$ cat src/rtl/receiver_uart.sv
// receiver_uart: 1-start / 8-data (LSB first) / 1-stop UART receiver, no parity.
// CLKS_PER_BIT sets the baud rate; a value of 1 matches a transmitter that
// shifts one bit per clk.
//
// Optional build macro UART_RX_HOLD_EN:
//   defined   - rx_valid is a level held until rx_ack; overrun is a sticky flag
//   undefined - rx_valid is a 1-cycle pulse, rx_ack is ignored, overrun is 0
//
// state     | meaning
// ----------+--------------------------------------------------------------
// IDLE      | line idle, waiting for rx_s to go low (start edge)
// START     | counting to mid start bit to confirm it is not a glitch
// DATA      | sampling the 8 data bits, one every CLKS_PER_BIT clocks
// STOP      | sampling the stop bit; good frame loads rx_data
// WAIT_HIGH | stop bit was 0 (framing error/break); wait for line high
module receiver_uart #(
   parameter int CLKS_PER_BIT = 1
) (
   input  logic       clk,
   input  logic       rst,
   input  logic       rx_in,
   input  logic       rx_ack,
   output logic [7:0] rx_data,
   output logic       rx_valid,
   output logic       frame_err,
   output logic       overrun
);

   localparam int HALF_BIT = (CLKS_PER_BIT - 1) / 2;
   localparam int CNT_W    = (CLKS_PER_BIT > 1) ? $clog2(CLKS_PER_BIT) : 1;
   localparam logic [CNT_W-1:0] CNT_LAST = CNT_W'(CLKS_PER_BIT - 1);
   localparam logic [CNT_W-1:0] CNT_HALF = CNT_W'(HALF_BIT);

   typedef enum logic [2:0] {
      IDLE      = 3'd0,
      START     = 3'd1,
      DATA      = 3'd2,
      STOP      = 3'd3,
      WAIT_HIGH = 3'd4
   } state_t;

   state_t           state_q, state_d;
   logic [CNT_W-1:0] cnt_q, cnt_d;
   logic [2:0]       bit_idx_q, bit_idx_d;
   logic [7:0]       shreg_q, shreg_d;
   logic             sync_a, rx_s;
   logic             load, ferr;

   // Two-flop synchronizer; resets to the idle line level so reset never
   // looks like a start bit.
   always_ff @(posedge clk or negedge rst) begin
      if (!rst) begin
         sync_a <= 1'b1;
         rx_s   <= 1'b1;
      end else begin
         sync_a <= rx_in;
         rx_s   <= sync_a;
      end
   end

   // State, bit counters and shift register.
   always_ff @(posedge clk or negedge rst) begin
      if (!rst) begin
         state_q   <= IDLE;
         cnt_q     <= '0;
         bit_idx_q <= '0;
         shreg_q   <= '0;
      end else begin
         state_q   <= state_d;
         cnt_q     <= cnt_d;
         bit_idx_q <= bit_idx_d;
         shreg_q   <= shreg_d;
      end
   end

   // Next-state logic; STOP returns straight to IDLE so a start bit that
   // immediately follows the stop bit is still caught.
   always_comb begin
      state_d   = state_q;
      cnt_d     = cnt_q;
      bit_idx_d = bit_idx_q;
      shreg_d   = shreg_q;
      load      = 1'b0;
      ferr      = 1'b0;
      case (state_q)
         IDLE: begin
            if (!rx_s) begin
               if (HALF_BIT == 0) begin
                  state_d   = DATA;
                  cnt_d     = '0;
                  bit_idx_d = '0;
               end else begin
                  state_d = START;
                  cnt_d   = CNT_W'(1);
               end
            end
         end
         START: begin
            if (cnt_q == CNT_HALF) begin
               cnt_d = '0;
               if (!rx_s) begin
                  state_d   = DATA;
                  bit_idx_d = '0;
               end else begin
                  state_d = IDLE;
               end
            end else begin
               cnt_d = cnt_q + 1'b1;
            end
         end
         DATA: begin
            if (cnt_q == CNT_LAST) begin
               cnt_d              = '0;
               shreg_d[bit_idx_q] = rx_s;
               if (bit_idx_q == 3'd7) begin
                  state_d = STOP;
               end else begin
                  bit_idx_d = bit_idx_q + 3'd1;
               end
            end else begin
               cnt_d = cnt_q + 1'b1;
            end
         end
         STOP: begin
            if (cnt_q == CNT_LAST) begin
               cnt_d = '0;
               if (rx_s) begin
                  load    = 1'b1;
                  state_d = IDLE;
               end else begin
                  ferr    = 1'b1;
                  state_d = WAIT_HIGH;
               end
            end else begin
               cnt_d = cnt_q + 1'b1;
            end
         end
         WAIT_HIGH: begin
            if (rx_s) begin
               state_d = IDLE;
            end
         end
         default: begin
            state_d = IDLE;
         end
      endcase
   end

   // Output registers: data, valid and the frame-error pulse.
   always_ff @(posedge clk or negedge rst) begin
      if (!rst) begin
         rx_data   <= 8'h00;
         rx_valid  <= 1'b0;
         frame_err <= 1'b0;
      end else begin
         frame_err <= ferr;
         if (load) begin
            rx_data <= shreg_q;
         end
`ifdef UART_RX_HOLD_EN
         rx_valid <= load | (rx_valid & ~rx_ack);
`else
         rx_valid <= load;
`endif
      end
   end

`ifdef UART_RX_HOLD_EN
   // Sticky overrun: a new byte landed while the previous one was unacked.
   always_ff @(posedge clk or negedge rst) begin
      if (!rst) begin
         overrun <= 1'b0;
      end else if (load && rx_valid && !rx_ack) begin
         overrun <= 1'b1;
      end
   end
`else
   logic unused_ack;
   assign unused_ack = rx_ack;
   assign overrun    = 1'b0;
`endif

endmodule

$ cat config.mk
export PLATFORM = sky130hd
export DESIGN_NAME = receiver_uart
export DESIGN_NICKNAME = d
export VERILOG_FILES = /design/src/rtl/receiver_uart.sv
export SDC_FILE = /design/constraint.sdc
export NUM_CORES = 1
export LEC_CHECK = 0
export ABC_AREA = 1
export BUFFER_PORTS_ARGS = -buffer_cell sky130_fd_sc_hd__clkbuf_2
export CORE_MARGIN = 1.5
export CORE_UTILIZATION = 45
export DETAILED_ROUTE_END_ITERATION = 10
export PLACE_DENSITY = 0.64
export SLEW_MARGIN = 10
export SYNTH_ARGS = -nofsm -noshare
export SYNTH_HDL_FRONTEND = slang
export SYNTH_SLANG_ARGS = --single-unit
export TNS_END_PERCENT = 100
$ cat constraint.sdc
create_clock -name clk -period 1.3 [get_ports clk]
set_input_delay 0.195 -clock clk [delete_from_list [all_inputs] [get_ports clk]]
set_output_delay 0.195 -clock clk [all_outputs]
set_load 0.1 [all_outputs]
# ---- After elaboration in Yosys (flattened, before gate mapping)
# Cells that the tools add are included.
dict set report totals {
  register_bits 27
  output_inout_bits 11
  inputBits 4
  elab_cells 61
}
dict set report op_classes {
  n_mux 26
  n_reduce_logical 9
  magnitude_cmp 2
  addsub 2
  n_bitwise 1
  n_eq_ne 12
}
# cell count
set op_table {}
lappend op_table {{3-bit 2-to-1 mux} 11}
lappend op_table {{3-bit case mux with 5 select lines} 1}
lappend op_table {{2-bit inequality test (second input constant)} 7}
lappend op_table {{1-bit 2-to-1 mux} 9}
lappend op_table {{3-bit case mux with 3 select lines} 1}
lappend op_table {{8-bit bitwise mux} 1}
lappend op_table {{3-bit by 2-bit equality test with 1-bit output (second input constant)} 2}
lappend op_table {{3-bit equality test (second input constant)} 2}
lappend op_table {{6-bit AND reduction} 1}
lappend op_table {{3-bit by 4-bit < comparator with 1-bit output (second input constant)} 1}
lappend op_table {{2-bit AND reduction} 2}
lappend op_table {{4-bit AND reduction} 1}
lappend op_table {{3-bit by 1-bit adder with 3-bit output (second input constant)} 1}
lappend op_table {{1-bit demux with 3-bit select} 1}
lappend op_table {{3-bit by 1-bit equality test with 1-bit output (second input constant)} 1}
lappend op_table {{3-bit by 1-bit greater-or-equal comparator with 1-bit output (second input constant)} 1}
lappend op_table {{3-bit logical NOT} 1}
lappend op_table {{3-bit nonzero test} 1}
lappend op_table {{3-bit OR reduction} 1}
lappend op_table {{2-bit 2-to-1 mux} 1}
lappend op_table {{1-bit case mux with 2 select lines} 1}
lappend op_table {{2-bit nonzero test} 1}
lappend op_table {{1-bit adder (second input constant)} 1}
lappend op_table {{1-bit logical AND} 1}
lappend op_table {{1-bit NOT} 1}

# ---- Longest topological paths before layout
dict set report depth {
  word_depth 5
  ltp_mapped 6
  depth_no_buf 6
}

# ---- Worst setup path after synthesis
# No wires, ideal clock.
dict set report synth_path {
  path_kind {register to register}
  startpoint {reg bit_idx_q[0]}
  endpoint {reg bit_idx_q[0]}
  setup_ns 0.117
  required_ns 1.183
  path_slack_ns 0.075
  n_path_buf 0
  stages_incl_launch_ff 7
  arrival_time_ns 1.109
  synth_period_minus_slack_ns 1.225
  cell_sequence {dfrtp_1 ha_1 ha_1 nand4_1 nand3_1 nand2_1 nand2_1}
}
dict set report synth_between {
  elab_chain_len 4
  elab_cells_between_ends 9
  classes_between {add/sub (1); eq/ne (2); mux (5); reduce/logical (1)}
}
# item line
set synth_rtl {}
lappend synth_rtl {{start: declaration} 44} ;# logic [2:0] bit_idx_q, bit_idx_d;
lappend synth_rtl {{start signal: assignment} 71} ;# bit_idx_q <= bit_idx_d;
lappend synth_rtl {{3-bit by 1-bit adder with 3-bit output} 118} ;# bit_idx_d = bit_idx_q + 3'd1;
lappend synth_rtl {{3-bit 2-to-1 mux} 115} ;# if (bit_idx_q == 3'd7) begin
lappend synth_rtl {{3-bit 2-to-1 mux} 112} ;# if (cnt_q == CNT_LAST) begin
lappend synth_rtl {{3-bit case mux with 3 select lines} 85} ;# case (state_q)
# Several ways; a longest one is shown, not always the timed one. The select of a mux whose other input is x is not followed.
# A chain may end at the register's enable or synchronous reset.

# ---- Worst setup path in the final report
# Same ends and word-level chain as after synthesis.

==> metrics.md <==
| Metric | Value |
|---|---|
| CTS Buf Count | `3` |
| # diodes | `0` |
| Most frequent cell after synthesis | `nand2_1` |
| Slowest CP cell | `dfrtp_1` |
| Ys flop type | `dfrtp_1` |
| Post-synthesis sequential area ratio | `between 60% and 70%` |
| Global placement routability congestion | `0.795` |
| Rel. slew slack | `58.5%` |
| Dpl cells | `158` |
| Yosys warns | `0` |
| Hold/Removal Path Class | `register to register` |
| Area Growth Syn to Fin | `27.1%` |
| Clock Tree Buf Depth | `2` |
| Clock Skew | `9.88 ps` |
| Reg-to-Reg Start | `bit_idx_q[0]` |
| Area share of the largest cell type after synthesis | `55.3%` |
| TritonRoute pass-1 iters | `4` |
| Mapped cell area | `1090 sq um` |
| F_max | `just over 800 MHz` |
| Syn nets | `123` |
| Number of distinct library cells after synthesis | `18` |
| Reg2Reg Setup Slack | `90 ps` |
| Post-synth EDFFs | `0` |
| Synth top area cells | `dfrtp_1 (55%), nand2_1 (17%), dfstp_2 (4.8%)` |
| Required @ worst endpoint | `1520 ps` |
| Post-Synthesis Cells | `117` |
| Post-detailed-routing wire length | `about 1.8 mm` |
| Share of cells above drive strength 1 | `21.3%` |
| Endpoint class of the critical path | `register` |
| Ports | `15` |
| GRT overflow | `0` |
| Post-place setup slack | `18.5 ps` |
| Clock transition at the registers of the reported paths | `approximately 140 ps` |
| Register area | `around 650 sq um` |
| CTS tree | `done` |
| Final worst setup slack | `roughly 95 ps` |
| Clock latency on the worst-skew pair | `320 ps` |
| Yosys reg bits | `26` |
| Max cap viols | `0` |
| Initial DRC Count | `17` |
| WP buf/inv | `0` |
| CORE AREA | `about 2300 sq um` |
| Hold Path Origin | `sync_a` |
| DRC Markers | `0` |
| Largest net degree at the start of global routing | `27` |
| Top post-synthesis cells by count | `nand2_1 (50), dfrtp_1 (24), inv_1 (11)` |
| # H-tree levels | `1` |
| Final Non-Filler Cells | `164` |
| Post-layout nets | `143` |
| Via count | `around 800` |
| Antenna Nets Post-Route | `0` |
| Synth async-reset ratio | `100%` |
| Setup Viol. Count Final | `0` |
| Average cell area after synthesis | `9.28 sq um` |
| Cell family with most CP delay | `flip-flops` |
| CP peak stage delay | `410 ps` |
| Gr usage total | `16.9%` |
| Status | `completed` |
| Initial antenna violation count | `0` |
| Worst slew pin tran | `a little over 600 ps` |
| Clock Tree Root | `clkbuf_4` |
| Final Cycle Share | `92.7%` |
| Final hold violations | `0` |
| Crit path launch type | `register` |
| Fillers | `about 190` |
| Setup CP Type | `register to register` |
| Initial Utilization | `roughly half` |
| IO Port Bufs | `12` |
| DIE AREA | `approximately 2700 sq um` |
| Average wire per cell in the routed design | `11.2 microns` |
| Chip Height | `52.1 microns` |
| Leading area contributor after synthesis | `dfrtp_1` |
| Vias per inst | `4.88` |
| Clock Sinks | `26` |
| First-pass GRT wire length | `3.24 mm` |
| Post-DP HPWL | `1.35 mm` |
| CP max FO | `3` |
| # rows | `17` |
| Count of pins over their slew limit | `0` |
| Area occupied by multi-input gates | `390 sq um` |
| Worst setup startpoint | `bit_idx_q[0]` |
| Fin crit period | `about 1200 ps` |
| Critical Path AT | `1420 ps` |
| Number of global-route vias before repair | `between 700 and 800` |
| Cells along the critical path | `ha_2 -> ha_2 -> nand4_1 -> nand3_2 -> nand2_1 -> nand2_1` |
| Die width | `around 52 microns` |
## path summary, 6_finish.rpt
| path | end | depth (start not counted) |
|---|---|---|
| max | bit_idx_q[0] | 6 |
| min | rx_s | 0 |
| max reg2reg | bit_idx_q[0] | 6 |
| min reg2reg | rx_s | 0 |
| max in group asynchronous | rx_data[5] | 2 |
| min in group asynchronous | rx_valid | 2 |
## what timing repair did
item,4_1_cts,5_1_grt
endpoints found under the hold margin,25,0
hold buffers,2,0
resized for setup,0,4
endpoints found under the setup margin,0,6
setup buffers,0,0
## worst register-to-register path, delay by kind of cell (launching register included)
kind | cells | cell delay, ps
flip-flops | 1 | 410
adder cells (fa/ha/maj) | 2 | 370
AND/OR/NAND/NOR | 4 | 330
## stage by stage
step / setup TNS (ps) / cell area (sq um) / hold WS [ps] / util [%]
6_report: 0 / 1380 / 366 / 61.2
3_5_place_dp: 0 / 1310 / 248 / 58.3
5_1_grt: -8.30 / 1380 / 380 / 61.2
3_3_place_gp: 0 / 1310 / 234 / 58.3
4_1_cts: 0 / 1370 / 366 / 60.8
2_1_floorplan: 0 / 1090 / -101 / -
## flip-flops by register name (all words and copies together), names as in the netlist
name / cells
bit_idx_q: 3
rx_valid: 1
shreg_q: 8
sync_a: 1
rx_s: 1
rx_data: 8
state_q: 3
frame_err: 1
## kinds of logic after synthesis
kind of cell / synth area share [%]
and+or+nand+nor: 28.2
DFF: 60.1
buffers and inverters: 4.84
AOI/OAI and AO/OA: 4.15
adders and majority gates: 2.30
other: 0.345
## layer usage
layer  global-route usage [%]  share of wire (%)  up-vias
li1                         -                  -      403
met1                     19.8                 42      380
met2                     28.7                 54       14
met3                     2.59                2.6        4
met4                     10.5                1.7        0
met5                        0                  0        -
## placed cells by master (no fill, tap or decap), types with 3 or more instances in the layout
cell type,n
o21ai_1,8
inv_1,10
buf_4,4
buf_12,8
nand3_1,4
dfrtp_1,24
nor2_1,4
nand2_1,50
clkbuf_4,3
## cell type report
cell class	count	area share, %
Clock buffer	4	2.63
Inverter	12	3.26
Multi-Input combinational cell	78	28.3
Sequential cell	26	47.3
Tap cell	28	2.54
Timing Repair Buffer	16	16.0
Power is not shown: default switching activity piles up to over one toggle a cycle in this logic, so the estimate is an artifact.
